$ cat src/rtl/date_to_doy_pkg.sv
// Calendar helpers shared by the date-to-day-of-year converter:
// BCD digit type, FSM state encoding and month-length lookup.
package cal_pkg;
  typedef logic [3:0] bcd_t;

  typedef enum logic [1:0] {IDLE, CHECK, ACCUM} state_t;

  localparam logic [3:0] MAX_MONTH = 4'd12;

  // Two-digit BCD month lengths for a common year, January first
  localparam logic [7:0] MONTH_LEN [12] = '{
    8'h31, 8'h28, 8'h31, 8'h30, 8'h31, 8'h30,
    8'h31, 8'h31, 8'h30, 8'h31, 8'h30, 8'h31
  };

  function automatic logic [7:0] days_in_month(input logic [3:0] month, input logic leap);
    logic [7:0] len;
    len = 8'h00;
    if (month >= 4'd1 && month <= MAX_MONTH)
      len = MONTH_LEN[month - 4'd1];
    if (month == 4'd2 && leap)
      len = 8'h29;
    return len;
  endfunction
endpackage

$ cat src/rtl/date_to_doy_bcd_digit_adder.sv
// Single BCD digit adder: a + b + cin with decimal carry-out.
module bcd_digit_adder
  import cal_pkg::*;
(
  input  bcd_t a,
  input  bcd_t b,
  input  logic cin,
  output bcd_t sum,
  output logic cout
);
  logic [4:0] w_raw;
  logic [3:0] w_adj;

  always_comb begin
    w_raw = {1'b0, a} + {1'b0, b} + {4'b0000, cin};
    // Adding 6 modulo 16 is the same as subtracting 10 from the low nibble
    w_adj = w_raw[3:0] + 4'd6;
    cout  = (w_raw > 5'd9);
    sum   = cout ? w_adj : w_raw[3:0];
  end
endmodule

$ cat src/rtl/date_to_doy.sv
// Iterative month/day to BCD day-of-year converter with start/done handshake.
// Optional binary day-of-year output enabled by DOY_BIN_OUT_EN.
module date_to_doy
  import cal_pkg::*;
#(
  parameter logic [11:0] DEFAULT_DOY = 12'h001
) (
  input  logic       clock,
  input  logic       reset_n,
  input  logic       start,
  input  logic [3:0] month,
  input  logic [3:0] d10,
  input  logic [3:0] d1,
  input  logic       leap,
  output logic       busy,
  output logic       done,
  output logic       err,
  output logic [3:0] doy_h,
  output logic [3:0] doy_t,
`ifdef DOY_BIN_OUT_EN
  output logic [3:0] doy_o,
  output logic [8:0] doy_bin
`else
  output logic [3:0] doy_o
`endif
);
  state_t      r_state, w_next;
  logic [3:0]  r_month, r_d10, r_d1, r_m;
  logic        r_leap, r_done, r_err;
  logic [11:0] r_acc, r_doy, w_sum;
  logic [7:0]  w_len;
  logic        w_illegal, w_last, w_c1, w_c2, w_carry_unused;

  assign w_len  = days_in_month(r_m, r_leap);
  assign w_last = (r_m == r_month);

  always_comb begin
    w_illegal = (r_month == 4'd0) || (r_month > MAX_MONTH) ||
                (r_d10 > 4'd9) || (r_d1 > 4'd9) ||
                ({r_d10, r_d1} == 8'h00) ||
                ({r_d10, r_d1} > days_in_month(r_month, r_leap));
  end

  // Accumulator ripple chain: 3-digit acc + 2-digit month length
  bcd_digit_adder u_add_o (.a(r_acc[3:0]),  .b(w_len[3:0]), .cin(1'b0), .sum(w_sum[3:0]),  .cout(w_c1));
  bcd_digit_adder u_add_t (.a(r_acc[7:4]),  .b(w_len[7:4]), .cin(w_c1), .sum(w_sum[7:4]),  .cout(w_c2));
  bcd_digit_adder u_add_h (.a(r_acc[11:8]), .b(4'h0),       .cin(w_c2), .sum(w_sum[11:8]), .cout(w_carry_unused));

  always_ff @(posedge clock or negedge reset_n) begin
    if (!reset_n) r_state <= IDLE;
    else          r_state <= w_next;
  end

  always_comb begin
    w_next = r_state;
    case (r_state)
      IDLE:    if (start) w_next = CHECK;
      CHECK:   w_next = w_illegal ? IDLE : ACCUM;
      ACCUM:   if (w_last) w_next = IDLE;
      default: w_next = IDLE;
    endcase
  end

  always_comb begin
    busy  = (r_state != IDLE);
    done  = r_done;
    err   = r_err;
    doy_h = r_doy[11:8];
    doy_t = r_doy[7:4];
    doy_o = r_doy[3:0];
  end

  always_ff @(posedge clock or negedge reset_n) begin
    if (!reset_n) begin
      r_month <= '0;
      r_d10   <= '0;
      r_d1    <= '0;
      r_leap  <= 1'b0;
      r_m     <= '0;
      r_acc   <= '0;
      r_done  <= 1'b0;
      r_err   <= 1'b0;
      r_doy   <= DEFAULT_DOY;
    end else begin
      r_done <= 1'b0;
      case (r_state)
        IDLE: if (start) begin
          r_month <= month;
          r_d10   <= d10;
          r_d1    <= d1;
          r_leap  <= leap;
        end
        CHECK: if (w_illegal) begin
          r_done <= 1'b1;
          r_err  <= 1'b1;
          r_doy  <= 12'h000;
        end else begin
          r_acc <= {4'h0, r_d10, r_d1};
          r_m   <= 4'd1;
        end
        ACCUM: if (w_last) begin
          r_doy  <= r_acc;
          r_err  <= 1'b0;
          r_done <= 1'b1;
        end else begin
          r_acc <= w_sum;
          r_m   <= r_m + 4'd1;
        end
        default: ;
      endcase
    end
  end

`ifdef DOY_BIN_OUT_EN
  logic [8:0] r_bin_acc, r_doy_bin, w_len_bin;

  assign w_len_bin = {5'b0, w_len[7:4]} * 9'd10 + {5'b0, w_len[3:0]};
  assign doy_bin   = r_doy_bin;

  // Binary path follows the BCD accumulator step for step
  always_ff @(posedge clock or negedge reset_n) begin
    if (!reset_n) begin
      r_bin_acc <= '0;
      r_doy_bin <= 9'd1;
    end else begin
      case (r_state)
        CHECK: if (w_illegal) r_doy_bin <= 9'd0;
               else r_bin_acc <= {5'b0, r_d10} * 9'd10 + {5'b0, r_d1};
        ACCUM: if (w_last) r_doy_bin <= r_bin_acc;
               else r_bin_acc <= r_bin_acc + w_len_bin;
        default: ;
      endcase
    end
  end
`endif
endmodule

$ cat config.mk
export PLATFORM = sky130hd
export DESIGN_NAME = date_to_doy
export DESIGN_NICKNAME = d
export VERILOG_FILES = /design/src/rtl/date_to_doy_pkg.sv /design/src/rtl/date_to_doy_bcd_digit_adder.sv /design/src/rtl/date_to_doy.sv
export SDC_FILE = /design/constraint.sdc
export NUM_CORES = 1
export LEC_CHECK = 0
export CAP_MARGIN = 5
export CORE_MARGIN = 2
export CORE_UTILIZATION = 23
export DETAILED_ROUTE_END_ITERATION = 8
export PLACE_DENSITY = 0.42
export SLEW_MARGIN = 30
export SYNTH_ARGS = -nofsm -noshare
export SYNTH_HDL_FRONTEND = slang
export SYNTH_SLANG_ARGS = --single-unit
$ cat constraint.sdc
create_clock -name clock -period 6.4 [get_ports clock]
set_clock_uncertainty 0.2 [all_clocks]
set_input_delay 0.64 -clock clock [delete_from_list [all_inputs] [get_ports clock]]
set_output_delay 0.64 -clock clock [all_outputs]
set_load 0.05 [all_outputs]
* After elaboration in Yosys (flattened, before gate mapping) *
Memory sizes are Yosys's and may differ from the RTL's.
Cells that the tools add are included.

word-level totals
  ROM bits = 256
  memories = 2
  bits in registers = 45
  input port bits = 16
  logic and storage cells = 95

memory list
  memory            depth  width  rd ports  clocked after Yosys merged registers in  write ports  RTL line               RTL
  (name not given)  16     8      1         0                                        0            date_to_doy_pkg.sv:20  len = MONTH_LEN[month - 4'd1];
  (name not given)  16     8      1         0                                        0            date_to_doy_pkg.sv:20

cells by class
  add/sub/neg operators = 10
  reduce and logical (&&, ||, !) cells = 18
  magnitude comparators = 13
  equality and inequality tests = 10
  bitwise logic cells = 2
  muxes and demuxes = 30

operators by type and width
  kind                                                            count
  two-way mux 8 bit                                               8
  two-way mux 12 bit                                              4
  case mux 12 bit (2 select lines)                                2
  two-way mux 4 bit                                               5
  greater-than comparator 5 x 4 -> 1 bit (second input constant)  3
  adder 4 x 3 -> 4 bit (second input constant)                    3
  greater-than comparator 4 bit (second input constant)           3
  adder 4 x 4 -> 5 bit                                            2
  >= comparator 5 bit (second input constant)                     2
  != test 2 bit (second input constant)                           5
  NOT 4 -> 5 bit                                                  2
  equality test 4 x 2 -> 1 bit (second input constant)            2
  >= comparator 4 x 1 -> 1 bit (second input constant)            2
  greater-than comparator 8 bit                                   1
  <= comparator 4 bit (second input constant)                     2
  zero test 8 bit                                                 1
  case mux 4 bit (2 select lines)                                 1
  subtractor 4 x 1 -> 4 bit (second input constant)               2
  two-way mux 2 bit                                               3
  case mux 2 bit (3 select lines)                                 1
  AND reduction 3 bit                                             2
  adder 4 x 1 -> 5 bit                                            1
  adder 5 x 1 -> 5 bit                                            1
  logical OR 1 bit                                                5
  other kinds (11)                                                20

* Longest topological paths before layout *
  word-level depth = 16
  gate-level depth with buffers = 36

* Modules after synthesis *
Synthesis repeated with hierarchy kept, for this count alone.

unflattened totals
  cells, all modules = 293
  area, all modules = 3115.5 µm²

modules (own cells, without submodules)
  module           instances  area each (µm²)  cells each
  date_to_doy      1          2481.1           227
  bcd_digit_adder  3          211.5            22

* Least setup slack after synthesis *
Ideal clock, no wire load.

  path type = reg-to-reg
  from = reg r_m[0]
  to = reg r_acc[9]
  buffers on the path = 1
  arrival = 6.340 ns
  stages on the path, launching flop included = 36
  clock period less this slack = 6.636 ns
  setup time = 0.096 ns
  slack = -0.236 ns
  data required time = 6.104 ns
  cell sequence = dfrtp_1 -> clkbuf_1 -> inv_1 -> ha_1 -> inv_1 -> o22ai_1 -> a211oi_1 -> a211oi_1 -> a31o_2 -> ha_1 -> ha_1 -> xnor2_1 -> ha_1 -> a21boi_0 -> o31ai_1 -> inv_1 -> fa_1 -> fa_1 -> xnor2_1 -> inv_1 -> ha_1 -> inv_1 -> o21ai_0 -> nand2b_1 -> o21a_1 -> inv_1 -> ha_1 -> ha_1 -> xnor2_1 -> ha_1 -> nor2b_1 -> a31o_2 -> nor2_1 -> a31oi_1 -> xnor2_1 -> o31ai_1

on the way
  longest elaborated chain between the ends = 16
  elaborated cells between the ends (all ways) = 26
  those cells by class = 6 x add/sub; 5 x order compare; 3 x eq/ne; 7 x mux; 1 x bitwise; 3 x reduce/logical; 1 x memory

ends and longest elaborated chain
  what                                                                                   RTL line                                                              RTL
  start: declaration                                                                     date_to_doy.sv:28                                                     logic [3:0] r_month, r_d10, r_d1, r_m;
  start signal: assignment                                                               date_to_doy.sv:107                                                    r_m <= r_m + 4'd1;
  subtractor 4 x 1 -> 4 bit                                                              date_to_doy_pkg.sv:20
  NOT 4 -> 5 bit (implied by the code)                                                   date_to_doy_pkg.sv:20
  memory (16 x 8 bit)                                                                    n/a
  two-way mux 8 bit (implied by the code) (2 in series)                                  date_to_doy_pkg.sv:20
  two-way mux 8 bit                                                                      date_to_doy_pkg.sv:19                                                 if (month >= 4'd1 && month <= MAX_MONTH)
  two-way mux 8 bit                                                                      date_to_doy_pkg.sv:21                                                 if (month == 4'd2 && leap)
  adder 4 x 4 -> 5 bit                                                                   date_to_doy_bcd_digit_adder.sv:15                                     w_raw = {1'b0, a} + {1'b0, b} + {4'b0000, cin};
  greater-than comparator 5 x 4 -> 1 bit                                                 date_to_doy_bcd_digit_adder.sv:18                                     cout = (w_raw > 5'd9);
  adder 5 x 1 -> 5 bit                                                                   date_to_doy_bcd_digit_adder.sv:15
  greater-than comparator 5 x 4 -> 1 bit                                                 date_to_doy_bcd_digit_adder.sv:18
  adder 4 x 1 -> 5 bit                                                                   date_to_doy_bcd_digit_adder.sv:15
  adder 4 x 3 -> 4 bit / greater-than comparator 5 x 4 -> 1 bit (equally long branches)  date_to_doy_bcd_digit_adder.sv:17, date_to_doy_bcd_digit_adder.sv:18
  two-way mux 4 bit                                                                      date_to_doy_bcd_digit_adder.sv:19                                     sum = cout ? w_adj : w_raw[3:0];
  two-way mux 12 bit                                                                     date_to_doy.sv:101                                                    ACCUM: if (w_last) begin
  case mux 12 bit (2 select lines)                                                       date_to_doy.sv:86                                                     case (r_state)
  end signal: assignment                                                                 date_to_doy.sv:98                                                     r_acc <= {4'h0, r_d10, r_d1};
  end signal: assignment                                                                 date_to_doy.sv:106                                                    r_acc <= w_sum;
  end: declaration                                                                       date_to_doy.sv:30                                                     logic [11:0] r_acc, r_doy, w_sum;

Parallel ways exist; a longest one is shown, timed or not. The select of a mux whose other input is x is not followed.
A chain may end at the register's enable or synchronous reset.

* Final worst setup path *
  from = reg r_m[1]
  to = reg r_acc[9]

The elaborated chain is that of the path after synthesis.

==> flow_metrics.tcl <==
set metrics [dict create \
    outcome "finished, final reports clean" \
    cts-buffers-inserted 5 \
    cts_tree "done" \
    synth_cell_types 52 \
    vias 2442 \
    nets 409 \
    crit_slowest_cell "fa_2" \
    finalCritPeriodShare_pct 94.4 \
    area.growth.synth_to_final_pct 30.6 \
    holdCritPathClass "input pin to async pin" \
    rr_startpoint "r_m[1]" \
    relSlewSlack_pct 42.9 \
    yosysWarnings 0 \
    grt_overflow 0 \
    swShare_pct 43.2 \
    rows 41 \
    tightest_slew_ps 854 \
    drv_slew 0 \
    start_util_pct 23.8 \
    grt_first_pass_wirelength_um 12200 \
    antenna_left 0 \
    synthCells 322 \
    drc 0 \
    clock-sinks 45 \
    crit_fanout 5 \
    ios 31 \
    clkPwrFrac_pct 15.4 \
    synth_area_per_cell_um2 9.40 \
    final_common_cell "dfrtp_1" \
    clockBufferDepth 2 \
    seq_area_frac_synth_pct 37.3 \
    final_cell_area_um2 3950 \
    via_per_inst 4.52 \
    io_buffers 30 \
    final_cell_mix "dfrtp_1, nand2_1, inv_1, o21ai_0, clkdlybuf4s50_1" \
    crit_path_start "r_m[1]" \
    first_iter_violations 127 \
    drt-total-wl_um 7400 \
    firstDrtPassIters 4 \
    synth_edf_count 0 \
    syn_nets 364 \
    ys.flop_type "dfrtp_1" \
    root_buffer "clkbuf_16" \
    power_frac_seq_pct 24.2 \
    gp_congestion 0.748 \
    routedWlPerCell_um 13.7 \
    grt_max_degree 46 \
    p_per_area_nw_per_um2 508 \
    p_total_mw 2.01 \
    crit_type "flop to flop" \
    synth-async-reset-ratio_pct 100 \
    htreeDepth 2 \
    synth_area_um2 3030 \
    p_sw_mw 0.867 \
    synth-seq-cells 45 \
    critPathCaptureType "flop" \
    grt_pass1_vias 2403 \
    die_w_um 119 \
    cp-start-kind "flop" \
    dp_hpwl_um 5260 \
    cp_slowest_stage_delay_ps 600 \
    clk_pin_slew_ps 70 \
    internal-power_mw 1.14 \
    diodes 0 \
    die_h_um 119 \
    fill_cells 1380 \
    crit_required_ps 6400 \
    grt_usage_pct 11.0 \
    reg2reg_to "r_acc[9]" \
    peakVddDrop_mv 0.243 \
    insertion_delay_ps 290 \
    ff2ff_path_depth 30 \
    core_area_um2 12700 \
    setup_viol 0 \
    path_common_cell "ha_2" \
    dpl-instance-area_um2 3590 \
    hold_violations 0 \
    combPwrFrac_pct 60.4 \
    cap_violations 0 \
    critPathArrivalTime_ps 6040 \
    rrSetupSlack_ps 360 \
    layout-drive-gt1-share_pct 20.7 \
    dieArea_um2 14100 \
    antenna_found_initial 0 \
    max_freq_ghz 0.166 \
    p_leak_nw 1.64 \
    crit_path_end "r_acc[9]" \
    min_period_ps 6040 \
]
## metal layers
layer  up-vias  wire, µm  global-route usage, %
li1       1223         -                      -
met1      1158      3560                   14.0
met2        46      3440                   17.9
met3        15       281                   3.04
met4         0       127                   3.65
met5         -         0                      0
## final cells by class
cell class | count | area, µm² | share of cell area, %
Multi-Input combinational cell | 230 | 1860 | 47.1
Sequential cell | 45 | 1130 | 28.5
Timing Repair Buffer | 50 | 445 | 11.3
Tap cell | 172 | 215 | 5.44
Clock buffer | 7 | 143 | 3.61
Inverter | 35 | 131 | 3.32
Clock inverter | 1 | 30.0 | 0.760
## cells in the mapped netlist, drive strengths merged, types with 2 or more instances
master,number,area [µm²]
o211ai,3,22.5
o311a,2,20.0
a32oi,2,17.5
a21oi,5,25.0
mux2,16,180
o21ai,33,165
nand3,3,15.0
nor2b,3,18.8
nor2,17,63.8
o221ai,2,23.8
nand4,3,18.8
mux2i,18,180
ha,24,300
inv,35,131
a21o,3,22.5
o22ai,2,12.5
fa,2,40.0
dfrtp,44,1100
a211oi,5,55.1
a31o,2,17.5
nor3,6,30.0
o31ai,4,30.0
a31oi,4,25.0
and2,3,21.3
clkbuf,8,30.0
o21a,3,22.5
or4,2,15.0
xnor2,10,87.6
nand2b,2,12.5
nand3b,2,15.0
xor2,2,17.5
nand2,35,131
buf,4,28.8
## how the worst min path moves through the flow
stage                     end  slack, ps  cells after the start
detailed placement   r_doy[0]        260                      2
global placement     r_doy[0]        260                      2
CTS                 r_doy[11]        270                      2
floorplan                done        140                      0
finish              r_doy[11]        230                      2
global route        r_doy[11]        290                      2
## power groups by stage
stage / Sequential [mW] / Combinational, mW / Clock [mW]
5_1_grt: 0.503 / 1.36 / 0.337
4_1_cts: 0.484 / 1.11 / 0.326
3_5_place_dp: 0.488 / 1.07 / 0
6_report: 0.486 / 1.21 / 0.310
3_3_place_gp: 0.486 / 1.04 / 0
2_1_floorplan: 0.469 / 0.789 / 0
## registers in the layout, indices dropped and copies added, names as in the netlist
register,cells
r_d10,4
r_m,4
r_doy,12
r_leap,1
err,1
r_acc,12
r_month,4
r_d1,4
done,1
r_state,2
## cell families (layout without fill, tap and decap cells)
kind of cell | after synthesis | after routing | share of synthesized area (%)
AOI/OAI and AO/OA | 78 | 78 | 17.5
DFF | 45 | 45 | 37.3
xor gates and xnor gates | 12 | 12 | 3.47
and+or+nand+nor | 80 | 80 | 12.3
adders and majority gates | 26 | 26 | 11.2
muxes | 34 | 34 | 11.9
buffers and inverters | 47 | 93 | 6.29
## per-stage QoR
stage	instances	setup WS (ps)	TNS, ps	hold slack (ps)	util, %
after detailed placement	524	-156	-284	262	28.2
final	540	360	0	230	31.1
after CTS	534	21.7	0	266	29.9
after global placement	524	42.4	0	256	28.2
after global routing	540	-43.8	-43.8	286	31.1
after floorplan	322	12.0	0	144	-
## worst max-delay path: cells and delay by family, from the launching register on
kind                       cells  cell delay (ps)
adders and majority gates      9             2300
AOI/OAI and AO/OA              9             1560
and+or+nand+nor                4              530
buffers and inverters          5              450
xor gates and xnor gates       3              450
DFF                            1              420
## timing repair
action,in CTS,in global routing
endpoints found under the setup margin,2,3
hold buffers,0,0
setup buffers,2,6
pin swaps,2,11
gates resized for setup,5,25
Power figures use the tool's default switching activity.
